[config.mk]
export PLATFORM = sky130hd
export DESIGN_NAME = lut4_inv_seq
export DESIGN_NICKNAME = d
export VERILOG_FILES = /design/src/rtl/lut4_inv_seq.sv
export SDC_FILE = /design/constraint.sdc
export NUM_CORES = 1
export LEC_CHECK = 0
export CAP_MARGIN = 20
export CORE_MARGIN = 1.5
export CORE_UTILIZATION = 53
export CTS_BUF_LIST = sky130_fd_sc_hd__clkbuf_8
export CTS_CLUSTER_SIZE = 8
export DETAILED_ROUTE_END_ITERATION = 10
export PLACE_DENSITY = 0.82
export SETUP_SLACK_MARGIN = 0.4
export SYNTH_ARGS = -nofsm -noshare
export SYNTH_HDL_FRONTEND = slang
export SYNTH_SLANG_ARGS = --single-unit
[constraint.sdc]
create_clock -name g_clk -period 4.16 [get_ports g_clk]
set_clock_uncertainty 0.2 [all_clocks]
set_input_delay 0.832 -clock g_clk [delete_from_list [all_inputs] [get_ports g_clk]]
set_output_delay 0.832 -clock g_clk [all_outputs]
set_load 0.05 [all_outputs]
[src/rtl/lut4_inv_seq.sv]
// Sequential inverter for a 16-entry 4-bit lookup table (lut4 operand packing).
// Walks one forward entry per cycle, scatters its index into the inverse slot and flags duplicate values.
module lut4_inv_seq (
  input  logic        g_clk,
  input  logic        g_resetn,
  input  logic        valid,
  input  logic [31:0] lut_lo,
  input  logic [31:0] lut_hi,
  output logic        busy,
  output logic        ready,
  output logic [31:0] inv_lo,
  output logic [31:0] inv_hi,
  output logic        perm_err
);

  localparam logic [1:0] IDLE = 2'd0;
  localparam logic [1:0] WORK = 2'd1;
  localparam logic [1:0] DONE = 2'd2;

  logic [1:0]  state;
  logic [3:0]  cnt;
  logic [15:0] seen;
  logic [31:0] lo_q;
  logic [31:0] hi_q;

  logic [4:0]  ipos;
  logic [3:0]  v;
  logic [4:0]  vpos;

  // Entry i occupies bit pair 2i in both halves; v is the forward value of entry cnt.
  assign ipos = {cnt, 1'b0};
  assign v    = {hi_q[ipos +: 2], lo_q[ipos +: 2]};
  assign vpos = {v, 1'b0};

  assign busy  = (state != IDLE);
  assign ready = (state == DONE);

  always_ff @(posedge g_clk) begin
    if (!g_resetn) begin
      state    <= IDLE;
      cnt      <= 4'd0;
      seen     <= 16'd0;
      lo_q     <= 32'd0;
      hi_q     <= 32'd0;
      inv_lo   <= 32'd0;
      inv_hi   <= 32'd0;
      perm_err <= 1'b0;
    end else begin
      case (state)
        IDLE: begin
          if (valid) begin
            lo_q     <= lut_lo;
            hi_q     <= lut_hi;
            inv_lo   <= 32'd0;
            inv_hi   <= 32'd0;
            perm_err <= 1'b0;
            seen     <= 16'd0;
            cnt      <= 4'd0;
            state    <= WORK;
          end
        end
        WORK: begin
          // Later indices overwrite earlier ones, so duplicates resolve to the highest i.
          inv_lo[vpos +: 2] <= cnt[1:0];
          inv_hi[vpos +: 2] <= cnt[3:2];
          seen[v]           <= 1'b1;
          if (seen[v]) perm_err <= 1'b1;
          cnt <= cnt + 4'd1;
          if (cnt == 4'hF) state <= DONE;
        end
        DONE:    state <= IDLE;
        default: state <= IDLE;
      endcase
    end
  end

endmodule

# ---- After elaboration in Yosys (flattened, before gate mapping)
# Index checks and enable logic that the tools add are counted.
dict set report totals {
  regBits 151
  input_bits 67
  output_inout_bits 67
}
dict set report op_classes {
  addsub 2
  bitwise 1
  mux 19
  eq_ne 6
  shift 5
  reduce_logical 8
  n_lt_le_gt_ge 2
}
# op count
set op_table {}
lappend op_table {{32-bit case mux with 2 select lines} 2}
lappend op_table {{32-bit bitwise mux} 2}
lappend op_table {{2-bit by 7-bit variable part select with 32-bit output} 2}
lappend op_table {{32-bit by 6-bit variable part select with 2-bit output} 2}
lappend op_table {{32-bit two-way mux} 1}
lappend op_table {{16-bit case mux with 2 select lines} 1}
lappend op_table {{2-bit by 7-bit variable shift with 32-bit output, first input constant} 1}
lappend op_table {{16-bit two-way mux} 1}
lappend op_table {{16-bit bitwise OR} 1}
lappend op_table {{4-bit case mux with 2 select lines} 1}
lappend op_table {{5-bit negation with 7-bit output} 1}
lappend op_table {{2-bit != test, second input constant} 3}
lappend op_table {{2-bit AND reduction} 3}
lappend op_table {{4-bit by 5-bit < comparator with 1-bit output, second input constant} 1}
lappend op_table {{4-bit by 1-bit adder with 4-bit output, second input constant} 1}
lappend op_table {{1-bit binary-select mux with 4-bit select} 1}
lappend op_table {{1-bit demux with 4-bit select} 1}
lappend op_table {{4-bit == test, second input constant} 1}
lappend op_table {{4-bit by 1-bit >= comparator with 1-bit output, second input constant} 1}
lappend op_table {{1-bit two-way mux} 4}
lappend op_table {{2-bit two-way mux} 2}
lappend op_table {{4-bit two-way mux} 1}
lappend op_table {{2-bit case mux with 2 select lines} 1}
lappend op_table {{2-bit nonzero test} 2}
lappend op_table {{6 further kinds} 6}

# ---- Logic depth before layout (Yosys ltp)
dict set report depth {
  word_depth 7
  mapped_depth 15
  depth_no_buf 12
}

# ---- Least setup slack after synthesis
# No wires, ideal clock.
dict set report synth_timing {
  path_type {flip-flop to flip-flop}
  startpoint {register cnt[1]}
  endpoint {register inv_hi[27]}
  period_less_slack_ns 3.606
  path_stages_with_launch 15
  setup_time_ns 0.121
  n_path_buf 2
  arrival_time_ns 3.285
  slack_ns 0.554
  path_cell_list {dfxtp_1 > buf_6 > mux4_2 > nor2b_1 > a211oi_2 > nor2_2 > inv_2 > ha_1 > clkinv_1 > nor2_1 > nand2_1 > a21boi_1 > and3_1 > buf_2 > mux2_2}
}
dict set report synth_via {
  elab_chain_len 5
}
# item line
set synth_rtl {}
lappend synth_rtl {{start, declared} 21} ;# logic [3:0] cnt;
lappend synth_rtl {{start signal, assigned} 68} ;# cnt <= cnt + 4'd1;
lappend synth_rtl {{32-bit by 6-bit variable part select with 2-bit output} 32} ;# assign v = {hi_q[ipos +: 2], lo_q[ipos +: 2]};
lappend synth_rtl {{5-bit negation with 7-bit output *} 65} ;# inv_hi[vpos +: 2] <= cnt[3:2];
lappend synth_rtl {{2-bit by 7-bit variable part select with 32-bit output / 2-bit by 7-bit variable shift with 32-bit output (equally long branches)} 65}
lappend synth_rtl {{32-bit bitwise mux *} 65}
lappend synth_rtl {{32-bit case mux with 2 select lines *} 49} ;# case (state)
lappend synth_rtl {{end signal, assigned by index} 65}
lappend synth_rtl {{end, declared} 12} ;# output logic [31:0] inv_hi,
# Every way passes the cells marked *; elsewhere a longest branch is shown, timed or not.
# A chain may end at the register's enable or synchronous reset.

# ---- Worst setup path in the final report
# Ends and elaborated chain as after synthesis.

==> flow_metrics.tcl <==
set metrics [dict create \
    status "completed" \
    drt-wirelength-per-cell_um 16.1 \
    finalHoldViolCount 0 \
    finish.net_count 913 \
    power_switching_uw 851 \
    worstHoldStart "hi_q[19]$_SDFFE_PN0P_" \
    grt_first_pass_wirelength_um 26700 \
    clock_power_share_pct 35.8 \
    accumulated_negative_setup_slack_ps 0 \
    total_grt_usage_pct 25.5 \
    maxCapViolations 0 \
    grt_max_degree 66 \
    synth_top_family_by_area "simple AND/OR/NAND/NOR gates" \
    cts_tree "built" \
    vias_in_the_first_global_route 5506 \
    place_area_um2 8100 \
    area.growth.synth_to_final_pct 26.8 \
    initialDrtViolationCount 434 \
    design_power_total_uw 3000 \
    route.vias.total 5671 \
    crit_fanout 23 \
    antenna_found_initial 0 \
    finalSetupViolCount 0 \
    portBuffers 133 \
    p_leak_uw 0.00300 \
    arrival_time_at_the_worst_endpoint_ps 3660 \
    grt_setup_unrepaired "false" \
    insertion_delay_ps 430 \
    gr-max-usage-layer "met2" \
    htree_levels 4 \
    synth_top_cells_by_area "dfxtp_1 (45%), nand2_1 (10%), a21boi_0 (7.5%), mux2i_1 (3.9%), mux4_2 (3.4%)" \
    timing.critical_path.from "cnt[1]$_SDFFE_PN0P_" \
    critical_path_data_required_time_ps 4300 \
    fin_crit_sh_pct 84.5 \
    ys_ff_latch 151 \
    place_ws_ps 543 \
    critPathLaunchType "flip-flop" \
    maxSlewViolCount 0 \
    post_synth_fa_ha_maj_area_fraction_pct 1.31 \
    initial_core_util_pct 55.1 \
    achievable-frequency_mhz 285 \
    synthesis.nets 798 \
    p_int_uw 2150 \
    io_pins 134 \
    synth_most_common_cell "nand2_1" \
    die_y_um 115 \
    synth_compound_gate_area_share_pct 18.8 \
    layout.cell_area.non_filler_um2 8500 \
    power_density_nw_per_um2 353 \
    vias_per_instance 5.56 \
    grt_use_met3_pct 5.49 \
    ys_seq_area_share_pct 45.1 \
    netlist_area_um2 6700 \
    pwr-share-comb_pct 13.7 \
    yosys.area_share.xor_xnor_pct 1.05 \
    fraction_of_final_layout_cells_sized_beyond_drive_strength_1_pct 11.4 \
    die_w_um 115 \
    async_flop_share_pct 0 \
    synthDominantCellAreaShare_pct 45.1 \
    clk_root_buffer_cell "clkbuf_8" \
    groute.layer.met2.usage_pct 42.1 \
    place.gp.congestion 0.917 \
    synthesis.yosys.warnings 0 \
    antenna_cells 0 \
    antenna_violating_nets_post_route 0 \
    core_um2 12200 \
    cts.hold.buffers_added 0 \
    slew_headroom_pct 52.4 \
    synth_area_leader_cell "dfxtp_1" \
    number_of_flops_mapped_to_enable_cells_by_yosys 0 \
    post-route-min-period_ps 3510 \
    power_switching_share_pct 28.4 \
    rows 40 \
    cts_made_buffers 17 \
    min_path_type "flip-flop to flip-flop" \
    synthesis.area_per_instance_um2 9.25 \
    ir_drop_v 0.000188 \
    global_route.overflow_total 0 \
    setup.worst_path.class "flip-flop to flip-flop" \
    detailedRoute.firstPassIterationCount 5 \
    pwr-share-seq_pct 50.5 \
    globalRouteMet1Util_pct 32.7 \
    r2r_start "cnt[1]$_SDFFE_PN0P_" \
    dpl.hpwl_um 12000 \
    ys_types 66 \
    worst_pin_slew_ps 712 \
    worst_slack_ps 645 \
    regToRegSetupSlack_ps 650 \
    endpoint_kind "flip-flop" \
    synthesis.instances 724 \
    detail_route.drc_violations 0 \
    fin_worst_hold_slack_ps 264 \
    area_share_of_and_or_nand_nor_cells_after_synthesis_pct 19.4 \
    synth_top_flop_cell "dfxtp_1" \
    fp.dieArea_um2 13300 \
    post_synth_mux_area_share_pct 9.94 \
    clock_tree.buffer_depth 2 \
    synth_common_cells "nand2_1 (181), dfxtp_1 (151), a21boi_0 (67)" \
    postRouteWirelength_um 16400 \
    clk_pin_slew_worst_paths_ps 90 \
    cts.sink_count 151 \
]
-- repair_timing --
action / CTS / global route
setup endpoints to repair: 0 / 14
setup buffers: 0 / 1
resized for setup: 0 / 3
hold endpoints to repair: 0 / 0
-- flip-flops by register name, summed over array words and instances, names as in the netlist --
register  count
perm_err      1
hi_q         32
lo_q         32
state         2
inv_lo       32
cnt           4
seen         16
inv_hi       32
-- layer usage --
metal / wire (um) / vias up
met2: 7870 / 237
met5: 0 / -
met1: 7170 / 2632
met3: 1120 / 30
li1: - / 2772
met4: 252 / 0
-- through the flow --
stage	instances	utilization [%]
2_1_floorplan	724	-
3_3_place_gp	987	66.6
3_5_place_dp	987	66.6
4_1_cts	1019	69.7
5_1_grt	1020	69.9
6_report	1020	69.9
-- logic make-up (layout without fill, tap and decap cells) --
logic type / after synthesis / count (layout)
compound gates: 161 / 161
xor+xnor: 5 / 5
fa+ha+maj: 7 / 7
buf+inv: 62 / 190
flops: 151 / 151
mux: 45 / 45
simple gates: 293 / 293
-- layout by cell type (no fill, tap or decap), types with 5 or more instances in the layout --
| cell type | instances |
|---|---|
| nand2_1 | 180 |
| dfxtp_1 | 150 |
| clkdlybuf4s50_1 | 132 |
| a21boi_0 | 67 |
| nor2_1 | 33 |
| nand3_1 | 31 |
| mux2i_1 | 26 |
| a31oi_1 | 18 |
| clkbuf_8 | 17 |
| buf_4 | 17 |
| a32o_1 | 13 |
| o2bb2ai_1 | 12 |
| mux4_2 | 10 |
| o21ai_0 | 10 |
| nor2b_1 | 9 |
| ha_1 | 7 |
| o21ai_1 | 6 |
| inv_6 | 6 |
| mux4_1 | 5 |
| nand3_2 | 5 |
| o21ai_2 | 5 |
| and3_1 | 5 |
-- power by group through the flow --
stage | clock network, uW | registers, uW | logic (uW)
final | 1070 | 1510 | 412
after global routing | 1160 | 1520 | 448
after CTS | 1090 | 1510 | 404
after detailed placement | 0 | 1550 | 402
after global placement | 0 | 1550 | 394
after floorplan | 0 | 1540 | 268
-- critical path: stages (launching register included) --
cell        delay (ps)
dfxtp_1            420
buf_6              260
mux4_2             520
mux2i_1            150
mux2_4             240
ha_1               230
clkinvlp_4         220
nor2_1             150
nand2_1             60
a21boi_1           270
and3_1             340
mux2_2             360
-- path summary, 6_finish.rpt --
kind	to	depth (start not counted)
worst max-delay path	inv_hi[27]$_SDFFE_PN0P_	11
worst min-delay path	hi_q[19]$_SDFFE_PN0P_	2
worst max register to register	inv_hi[27]$_SDFFE_PN0P_	11
worst min register to register	hi_q[19]$_SDFFE_PN0P_	2
-- cell type report --
type,instances,area [um^2]
Clock buffer,17,234
Multi-Input combinational cell,511,3380
Sequential cell,151,3020
Tap cell,168,210
Clock inverter,15,144
Inverter,7,35.0
Fill cell,910,3670
Timing Repair Buffer,151,1470
Power figures use the tool's default switching activity.
